### src/rtl/mux8_rr_sched.sv
// mux8_rr_sched: round-robin scheduler in front of an 8:1 single-bit mux.
// Arbitrates req[7:0], registers the winner onto grant/sel and holds the
// grant until the owner drops its request; release hands the mux over
// back-to-back to the next requester in rotation.
// Optional feature macro: ARB_TIMEOUT_EN (forced release after MAX_HOLD cycles).
// Ports:
//   clk      rising-edge clock
//   rst_n    synchronous active-low reset
//   req      request vector, req[i] = requester i wants the mux
//   I        mux data inputs, I[i] driven by requester i
//   grant    registered one-hot grant, zero when idle
//   sel      registered mux select (index of granted requester)
//   busy     registered, high while a grant is active
//   y        combinational mux output, I[sel] when busy else 0
//   timeout  registered one-cycle pulse on forced release (0 without macro)
module mux8_rr_sched #(
   parameter int unsigned MAX_HOLD = 16
) (
   input  logic       clk,
   input  logic       rst_n,
   input  logic [7:0] req,
   input  logic [7:0] I,
   output logic [7:0] grant,
   output logic [2:0] sel,
   output logic       busy,
   output logic       y,
   output logic       timeout
);

   localparam int unsigned N  = 8;
   localparam int unsigned SW = 3;
   localparam int unsigned CW = 8;

   // Elaboration-time guard on the hold limit
   if ((MAX_HOLD < 2) || (MAX_HOLD > 255)) begin : g_bad_max_hold
      $error("mux8_rr_sched: MAX_HOLD must be in 2..255");
   end

   typedef enum logic {
      ST_IDLE  = 1'b0,
      ST_GRANT = 1'b1
   } state_e;

   state_e          state_q, state_d;
   logic [N-1:0]    grant_q, grant_d;
   logic [SW-1:0]   sel_q, sel_d;
   logic            busy_q, busy_d;
   logic            timeout_q, timeout_d;
   logic [SW-1:0]   ptr_q, ptr_d;
   logic [CW-1:0]   cnt_q, cnt_d;

   logic [SW:0]     pick_idle_c;
   logic [SW:0]     pick_rel_c;
   logic            force_rel_c;

   // Rotating priority search starting after p; {found, index}.
   // With excl set, p itself is skipped (the releasing owner).
   function automatic logic [SW:0] rr_pick(input logic [N-1:0] r,
                                           input logic [SW-1:0] p,
                                           input logic excl);
      logic [SW:0]   res;
      logic [SW-1:0] idx;
      res = '0;
      for (int unsigned i = 1; i <= N; i++) begin
         idx = p + SW'(i);
         if (!res[SW] && r[idx] && !(excl && (idx == p))) begin
            res = {1'b1, idx};
         end
      end
      return res;
   endfunction

   assign pick_idle_c = rr_pick(req, ptr_q, 1'b0);
   assign pick_rel_c  = rr_pick(req, sel_q, 1'b1);

`ifdef ARB_TIMEOUT_EN
   // Owner still requesting but has used up its hold budget
   assign force_rel_c = req[sel_q] && (cnt_q == CW'(MAX_HOLD));
`else
   assign force_rel_c = 1'b0;
`endif

   // Next-state and registered-output logic
   always_comb begin
      state_d   = state_q;
      grant_d   = grant_q;
      sel_d     = sel_q;
      busy_d    = busy_q;
      timeout_d = 1'b0;
      ptr_d     = ptr_q;
      cnt_d     = cnt_q;
      case (state_q)
         ST_IDLE: begin
            if (pick_idle_c[SW]) begin
               state_d = ST_GRANT;
               grant_d = N'(1) << pick_idle_c[SW-1:0];
               sel_d   = pick_idle_c[SW-1:0];
               busy_d  = 1'b1;
               cnt_d   = CW'(1);
            end
         end
         ST_GRANT: begin
            if (req[sel_q] && !force_rel_c) begin
               if (cnt_q != {CW{1'b1}}) begin
                  cnt_d = cnt_q + CW'(1);
               end
            end else begin
               // Release (voluntary or forced): rotate pointer past the owner
               ptr_d     = sel_q;
               timeout_d = force_rel_c;
               if (pick_rel_c[SW]) begin
                  grant_d = N'(1) << pick_rel_c[SW-1:0];
                  sel_d   = pick_rel_c[SW-1:0];
                  cnt_d   = CW'(1);
               end else begin
                  state_d = ST_IDLE;
                  grant_d = '0;
                  busy_d  = 1'b0;
                  cnt_d   = '0;
               end
            end
         end
         default: begin
            state_d = ST_IDLE;
         end
      endcase
   end

   // State and output registers
   always_ff @(posedge clk) begin
      if (!rst_n) begin
         state_q   <= ST_IDLE;
         grant_q   <= '0;
         sel_q     <= '0;
         busy_q    <= 1'b0;
         timeout_q <= 1'b0;
         ptr_q     <= SW'(N - 1);
         cnt_q     <= '0;
      end else begin
         state_q   <= state_d;
         grant_q   <= grant_d;
         sel_q     <= sel_d;
         busy_q    <= busy_d;
         timeout_q <= timeout_d;
         ptr_q     <= ptr_d;
         cnt_q     <= cnt_d;
      end
   end

   assign grant   = grant_q;
   assign sel     = sel_q;
   assign busy    = busy_q;
   assign timeout = timeout_q;
   assign y       = busy_q ? I[sel_q] : 1'b0;

endmodule
### config.mk
export PLATFORM = sky130hd
export DESIGN_NAME = mux8_rr_sched
export DESIGN_NICKNAME = d
export VERILOG_FILES = /design/src/rtl/mux8_rr_sched.sv
export SDC_FILE = /design/constraint.sdc
export NUM_CORES = 1
export LEC_CHECK = 0
export ABC_AREA = 0
export BUFFER_PORTS_ARGS = -buffer_cell sky130_fd_sc_hd__buf_2
export CORE_AREA = 2 2 71 73
export DETAILED_ROUTE_END_ITERATION = 10
export DIE_AREA = 0 0 73 75
export MAX_ROUTING_LAYER = met4
export PLACE_DENSITY_LB_ADDON = 0.25
export REMOVE_ABC_BUFFERS = 1
export SYNTH_ARGS = -nofsm -noshare
export SYNTH_HDL_FRONTEND = slang
export SYNTH_SLANG_ARGS = --single-unit
export TNS_END_PERCENT = 5
### constraint.sdc
create_clock -name clk -period 7.5 [get_ports clk]
set_input_delay 0.75 -clock clk [delete_from_list [all_inputs] [get_ports clk]]
set_output_delay 0.75 -clock clk [all_outputs]
set_load 0.05 [all_outputs]
Word level (Yosys, flattened, before mapping)
Cells that the tools add are included.

operators by class
  order comparisons = 16
  add/subtract/negate cells = 14
  reductions and logical operators = 44
  muxes and demuxes = 66
  equality and inequality tests = 11
  bitwise gates (word level) = 2
  shift operators = 2

operators by type and width
  operator                                                                 number
  3-bit by 4-bit < comparator with 1-bit output, second input constant     16
  4-bit two-way mux                                                        15
  1-bit binary-select mux with 3-bit select                                17
  3-bit adder, second input constant                                       8
  1-bit two-way mux                                                        24
  8-bit two-way mux                                                        3
  3-bit equality test                                                      7
  1-bit logical AND                                                        20
  1-bit zero test                                                          20
  8-bit one-hot mux with 2 select lines                                    1
  1-bit by 3-bit << shifter with 8-bit output, first input constant        2
  3-bit by 2-bit adder with 3-bit output, second input constant            4
  3-bit two-way mux                                                        3
  3-bit by 1-bit adder with 3-bit output, second input constant            2
  2-bit inequality test, second input constant                             3
  3-bit one-hot mux with 2 select lines                                    1
  3-bit AND reduction                                                      2
  1-bit one-hot mux with 2 select lines                                    2
  2-bit AND reduction                                                      2
  2-bit by 1-bit inequality test with 1-bit output, second input constant  1
  1-bit NOT                                                                2

word-level totals
  output and inout port bits = 14
  input port bits = 18
  bits in registers = 16
  logic and storage cells = 160

Logic depth before layout (Yosys ltp)
Gate-level depths: netlist (run 1).

  depth after elaboration = 33
  depth in mapped cells = 16
  gate-level depth less buffers = 11

Least setup slack after synthesis (run 1)
No wires, ideal clock.

  kind = flip-flop to flip-flop
  start point = register sel_q[0], in the netlist sel[0]
  end point = register grant_q[6], in the netlist grant[6]
  required time = 7439 ps
  library setup time = 61 ps
  period minus slack after synthesis = 4000 ps
  path slack = 3500 ps
  arrival time = 3939 ps
  buffers on the path = 1
  cell stages (with the launch flop) = 12
  cell sequence = dfxtp_1 -> clkinv_1 -> ha_1 -> buf_2 -> mux2_2 -> mux4_2 -> or3_1 -> a221oi_1 -> o22a_1 -> and4_4 -> nor2b_1 -> a311o_1

between the ends
  word-level cells in the longest chain between the ends = 33
  elaborated cells on any way between the ends = 69
  classes of those cells = add/sub: 7; eq/ne: 8; shift: 1; mux: 26; reduce/logical: 27

ends and longest elaborated chain
  what                                                                                     RTL line  source
  start: declaration                                                                       46        logic [SW-1:0] sel_q, sel_d;
  start signal: assignment                                                                 142       sel_q <= sel_d;
  3-bit by 1-bit adder with 3-bit output                                                   65        idx = p + SW'(i);
  1-bit binary-select mux with 3-bit select / 3-bit equality test (equally long branches)  66        if (!res[SW] && r[idx] && !(excl && (idx == p))) begin
  1-bit two-way mux (implied by the code) / 1-bit zero test (equally long branches)        66
  1-bit logical AND                                                                        66
  4-bit two-way mux                                                                        66
  1-bit zero test                                                                          66
  1-bit logical AND (2 in a row)                                                           66
  4-bit two-way mux                                                                        66
  (+15 left out)                                                                           -
  4-bit two-way mux                                                                        66
  1-bit zero test                                                                          66
  1-bit logical AND (2 in a row)                                                           66
  4-bit two-way mux                                                                        66
  1-bit by 3-bit << shifter with 8-bit output                                              112       grant_d = N'(1) << pick_rel_c[SW-1:0];
  8-bit two-way mux                                                                        111       if (pick_rel_c[SW]) begin
  8-bit two-way mux                                                                        103       if (req[sel_q] && !force_rel_c) begin
  8-bit one-hot mux with 2 select lines                                                    92        case (state_q)
  end signal: assignment                                                                   141       grant_q <= grant_d;
  end: declaration                                                                         45        logic [N-1:0] grant_q, grant_d;

Parallel ways exist; a longest one is shown, timed or not. The select of a mux whose other input is x is not followed.
A chain may end at the register's enable or synchronous reset.

Worst setup path after layout (run 1)
  start point = register ptr_q[0]
  end point = register grant_q[7], in the netlist grant[7]

between the ends
  word-level cells in the longest chain between the ends = 28
  elaborated cells on any way between the ends = 50
  classes of those cells = add/sub: 7; eq/ne: 1; shift: 1; mux: 26; reduce/logical: 15

ends and longest elaborated chain
  what                                         RTL line  source
  start: declaration                           49        logic [SW-1:0] ptr_q, ptr_d;
  start signal: assignment                     137       ptr_q <= SW'(N - 1);
  start signal: assignment                     145       ptr_q <= ptr_d;
  3-bit by 1-bit adder with 3-bit output       65
  1-bit binary-select mux with 3-bit select    66
  1-bit two-way mux (implied by the code)      66
  4-bit two-way mux                            66
  1-bit zero test                              66
  1-bit logical AND                            66
  4-bit two-way mux                            66
  1-bit zero test                              66
  (+12 left out)                               -
  1-bit logical AND                            66
  4-bit two-way mux                            66
  1-bit zero test                              66
  1-bit logical AND                            66
  4-bit two-way mux *                          66
  1-bit by 3-bit << shifter with 8-bit output  96        grant_d = N'(1) << pick_idle_c[SW-1:0];
  8-bit two-way mux                            94        if (pick_idle_c[SW]) begin
  8-bit one-hot mux with 2 select lines        92

Mark *: on every way between the ends. The rest lies on a longest branch, timed or not. The select of a mux whose other input is x is not followed.

==> impl_metrics.env, run 1 <==
export IMPL_slew_violations=0
export IMPL_status="completed"
export IMPL_drv_cap=0
export IMPL_io_pins=32
export IMPL_startpoint_type="flop"
export IMPL_antenna_found_initial=0
export IMPL_fin_crit_ps=4990
export IMPL_overflow=0
export IMPL_drtPass1Iterations=5
export IMPL_startpoint="ptr_q[0]"
export IMPL_routed_via_density=6.59
export IMPL_yosysUniqueCellTypes=69
export IMPL_clockBufferDepth=2
export IMPL_worst_r2r_cell_count=11
export IMPL_cts_root_buf="clkbuf_8"
export IMPL_synth_top_flop_cell="dfxtp_1"
export IMPL_antenna_left=0
export IMPL_post_cts_buffers=0
export IMPL_portBuffers=30
export IMPL_die_y_um=75
export IMPL_path_cells="clkinv_1 > ha_1 > mux2_1 > mux4_2 > nor2b_4 > nand3_4 > nor4_2 > mux2i_1 > o211ai_1 > or4_1 > nand2_1"
export IMPL_synth_top_area_frac=0.190
export IMPL_routed_wl_um=6300
export IMPL_setup_viol=0
export IMPL_fin_area_um2=2870
export IMPL_whs_path_depth=2
export IMPL_fmaxAchievable_mhz=200
export IMPL_ys_top_cells_by_area="mux4_2 19%, dfxtp_1 12%, mux2i_1 8.8%, mux2_2 5.0%, nand2_1 4.0%"
export IMPL_critPathMaxFanout=21
export IMPL_tns_ps=0
export IMPL_htree_levels=1
export IMPL_yosys_area_top_type="mux4_2"
export IMPL_path_clk_slew_ps=60
export IMPL_finalWeightedCongestion=0.926
export IMPL_drt_first_iter_violations=181
export IMPL_clkSinkCount=16
export IMPL_yosys_warnings=0
export IMPL_hold_path_class="flop to flop"
export IMPL_wire_per_inst_um=17.1
export IMPL_cts_tree="yes"
export IMPL_ys_async_sr_fraction=0
export IMPL_placed_area_um2=2820
export IMPL_max_stage_delay_ps=880
export IMPL_slowest_stage="dfxtp_1"
export IMPL_avgSynthCellArea_um2=8.91
export IMPL_max_slew_margin_rel=0.427
export IMPL_hpwl_um=4630
export IMPL_cp_endpoint="grant[7]"
export IMPL_rsz0062_at_grt="false"
export IMPL_num_antenna_cells=0
export IMPL_rows=25
export IMPL_start_util=0.585
export IMPL_worst_ep_arrival_time_ps=5180
export IMPL_fill_cells=407
export IMPL_crit_type="flop to flop"
export IMPL_r2r_slack_ps=2510
export IMPL_fin_skew_ps=1.43
export IMPL_grt_max_degree=22
export IMPL_synth_seq_cells=16
export IMPL_r2r_end="grant[7]"
export IMPL_post_route_period_util=0.666
export IMPL_synth_edff_count=0
export IMPL_ys_seq_area_frac=0.117
export IMPL_grt_pass1_wl_um=10600
export IMPL_endpoint_kind="flop"
export IMPL_syn_area_um2=2730
export IMPL_finalHoldViolations=0
export IMPL_cp_required_ps=7690
export IMPL_hold_buffers=0
export IMPL_drc=0
export IMPL_tightest_slew_ps=859
export IMPL_first_global_vias=2175
export IMPL_dr_total_vias=2430
export IMPL_grt_usage=0.251
export IMPL_rr_startpoint="ptr_q[0]"
export IMPL_nNetsFinal=339
export IMPL_die_w_um=73
export IMPL_die_area_um2=5480
export IMPL_syn_to_final_growth_pct=5.09
export IMPL_layout_drive_gt1_share=0.279
export IMPL_core_um2=4660
export IMPL_cts_inserted_buffers=3
export IMPL_cts_repair_resized=0
export IMPL_postSynthCellCount=306
export IMPL_hold_ws_ps=499
export IMPL_clock_latency_ps=240
==> registers in the layout, summed over array words and instances, names as in the netlist <==
register / flops
grant: 8
ptr_q: 3
sel: 3
busy: 1
state_q: 1
==> critical path, delay by kind of cell, from the launching register on <==
family	cells	cell delay [ps]
compound gates	1	270
simple gates	5	1300
flops	1	880
fa+ha+maj	1	820
mux	3	1190
buf+inv	1	480
==> layer usage <==
metal | wire length (um) | vias to the layer above | global-route usage
met1 | 2940 | 1141 | 0.366
met4 | 31 | 0 | 0.0412
met2 | 3040 | 84 | 0.390
met3 | 294 | 4 | 0.0161
met5 | 0 | - | -
li1 | - | 1201 | -
==> how the worst min path moves through the flow <==
stage | start | end
2_1_floorplan | state_q | sel[2]
3_3_place_gp | grant[7] | grant[7]
3_5_place_dp | grant[6] | grant[6]
4_1_cts | grant[6] | grant[6]
5_1_grt | grant[6] | grant[6]
6_report | grant[7] | grant[7]
==> final cells by class <==
cell class,instances,area (um^2),share of cell area
Inverter,11,41.3,0.0144
Sequential cell,16,320,0.112
Timing Repair Buffer,32,165,0.0576
Multi-Input combinational cell,253,2230,0.778
Clock buffer,3,41.3,0.0144
Tap cell,54,67.6,0.0236
==> synth_stat cells (7+ instances only) <==
master and n:
mux2_2 12, dfxtp_1 16, inv_1 8, nand2_1 29, nor2b_1 12, nor2_1 14, mux4_2 23, mux2i_1 24
o21ai_0 13, a21oi_1 17, clkbuf_1 10, buf_2 7
==> kinds of logic (layout without fill, tap and decap cells) <==
group | count (synthesis) | in the layout | share of synthesized area
xor+xnor | 7 | 7 | 0.0252
buf+inv | 37 | 46 | 0.0647
simple gates | 98 | 98 | 0.198
mux | 66 | 66 | 0.374
compound gates | 77 | 77 | 0.201
flops | 16 | 16 | 0.117
other cells | 1 | 1 | 0.00138
fa+ha+maj | 4 | 4 | 0.0184
==> layout by cell type, fill, tap and decap left out, types with 5 or more instances in the layout <==
master and instances:
nor2_1 14, a21oi_1 17, inv_1 8, mux4_2 23
nand2b_1 5, mux2i_1 24, mux2_2 12, dfxtp_1 16
buf_2 30, o21ai_0 13, nor2b_1 12, a31oi_1 5
o211ai_1 6, nor3_1 6, nand2_1 29, or3_1 5
nand3b_1 5
==> stage by stage <==
step | setup WS (ps) | cells | util
detailed placement | 2520 | 366 | 0.606
global placement | 2660 | 366 | 0.606
global route | 2130 | 369 | 0.615
finish | 2510 | 369 | 0.615
CTS | 2480 | 369 | 0.615
floorplan | 2860 | 280 | -
Power of run 1 is left out: the tool's default activity adds up to more than one toggle a clock period on the data nets, which glitch-free logic cannot reach.
==> inputs of run 2 (changes only) <==
==> constraint.sdc (replaced) <==
create_clock -name clk -period 5.15 [get_ports clk]
set_input_delay 0.515 -clock clk [delete_from_list [all_inputs] [get_ports clk]]
set_output_delay 0.515 -clock clk [all_outputs]
set_load 0.05 [all_outputs]
==> run 2 against run 1 <==
Effect of this change:
- count of clock-buffer cells in the layout rose by 1
- cell count rose by 1.1%
- critical path depth did not move
- global-route usage rose by 2.5 points
- die area did not move
- sequential share of layout area fell by 0.14 points
- critical path type unchanged
- non-clock buffer count rose by 3
- first-iteration DRC count rose by 13%
- setup slack got worse by 1500 ps
- hold slack improved by 1.5 ps
- core utilization rose by 0.78 points
- cell area rose by 1.3%
==> impl_metrics.env, run 2 (synthesized netlist as in run 1, its figures left out) <==
export IMPL_status="completed"
export IMPL_grt_pass1_wl_um=11600
export IMPL_wire_per_inst_um=18.3
export IMPL_worst_ep_arrival_time_ps=4370
export IMPL_clock_latency_ps=260
export IMPL_drv_cap=0
export IMPL_slew_violations=0
export IMPL_critPathMaxFanout=17
export IMPL_die_w_um=73
export IMPL_hpwl_um=4960
export IMPL_regArea_um2=320
export IMPL_startpoint_type="flop"
export IMPL_max_slew_margin_rel=0.513
export IMPL_cts_repair_resized=0
export IMPL_htree_levels=1
export IMPL_fin_skew_ps=3.25
export IMPL_cts_tree="yes"
export IMPL_fmaxAchievable_mhz=240
export IMPL_max_stage_delay_ps=790
export IMPL_setup_viol=0
export IMPL_overflow=0
export IMPL_multiInputGateArea_um2=2230
export IMPL_crit_type="flop to flop"
export IMPL_finalWeightedCongestion=1.01
export IMPL_cts_root_buf="clkbuf_8"
export IMPL_dr_total_vias=2538
export IMPL_cp_required_ps=5360
export IMPL_clkSinkCount=16
export IMPL_die_y_um=75
export IMPL_rsz0062_at_grt="false"
export IMPL_start_util=0.585
export IMPL_finalHoldViolations=0
export IMPL_grt_max_degree=21
export IMPL_first_global_vias=2376
export IMPL_rows=25
export IMPL_nNetsFinal=342
export IMPL_path_clk_slew_ps=70
export IMPL_clockBufferDepth=2
export IMPL_num_antenna_cells=0
export IMPL_io_pins=32
export IMPL_slowest_stage="ha_1"
export IMPL_portBuffers=30
export IMPL_post_route_period_util=0.809
export IMPL_drc=0
export IMPL_post_cts_buffers=0
export IMPL_tns_ps=0
export IMPL_cts_inserted_buffers=3
export IMPL_layout_drive_gt1_share=0.288
export IMPL_final_common_cell="buf_2"
export IMPL_syn_to_final_growth_pct=6.42
export IMPL_hold_path_class="flop to flop"
export IMPL_tightest_slew_ps=730
export IMPL_fin_crit_ps=4170
export IMPL_routed_wl_um=6820
export IMPL_antenna_left=0
export IMPL_path_cells="clkinv_1 > ha_1 > mux2_1 > mux4_2 > nor2b_4 > nand3_4 > nor4_2 > mux2i_1 > o211ai_1 > or4_1 > nand2_1"
export IMPL_grt_usage=0.276
export IMPL_routed_via_density=6.80
export IMPL_die_area_um2=5480
export IMPL_endpoint_kind="flop"
export IMPL_fill_cells=413
export IMPL_core_um2=4660
export IMPL_drt_first_iter_violations=205
export IMPL_antenna_found_initial=0
export IMPL_mostFrequentLayoutCells="30 x buf_2, 29 x nand2_1, 24 x mux2i_1, 23 x mux4_2, 17 x a21oi_1"
export IMPL_hold_buffers=0
export IMPL_largest_register_ffs=8
export IMPL_drtPass1Iterations=5
[run 2: cell types whose count changed in the layout (fill, tap and decap cells not counted), sizes merged]
cell and change:
buf +3, clkbuf +1
[run 2: metrics by stage]
step / util / area (um^2) / instances / hold WS (ps) / setup WS [ps]
4_1_cts: 0.623 / 2900 / 373 / 503 / 1010
2_1_floorplan: - / 2590 / 280 / 571 / 511
6_report: 0.623 / 2900 / 373 / 500 / 983
5_1_grt: 0.623 / 2900 / 373 / 518 / 649
3_5_place_dp: 0.611 / 2850 / 369 / 487 / 1030
3_3_place_gp: 0.611 / 2850 / 369 / 475 / 1110
[run 2: worst max-delay path: cells and delay by family (launching register included)]
kind            cells  cell delay (ps)
buf+inv             1              220
simple gates        5             1270
compound gates      1              260
flops               1              330
mux                 3             1230
fa+ha+maj           1              790
[run 2: final timing paths]
path	from	to	slack (ps)	cells past startpoint
worst max-delay path	ptr_q[0]	grant[7]	980	11
worst min-delay path	grant[7]	grant[7]	500	2
worst max register to register	ptr_q[0]	grant[7]	980	11
worst min register to register	grant[7]	grant[7]	500	2
[run 2: cell type report]
type | instances | share of cell area
Clock buffer | 4 | 0.0190
Tap cell | 54 | 0.0233
Inverter | 11 | 0.0142
Sequential cell | 16 | 0.110
Multi-Input combinational cell | 253 | 0.768
Timing Repair Buffer | 35 | 0.0647
[run 2: routing by layer]
layer | vias to the layer above | global-route usage | wire length [um]
met5 | - | - | 0
met4 | 0 | 0.0967 | 133
met3 | 11 | 0.0281 | 331
met2 | 89 | 0.433 | 3270
met1 | 1233 | 0.373 | 3090
li1 | 1205 | - | -
Power of run 2 is left out for the same reason.
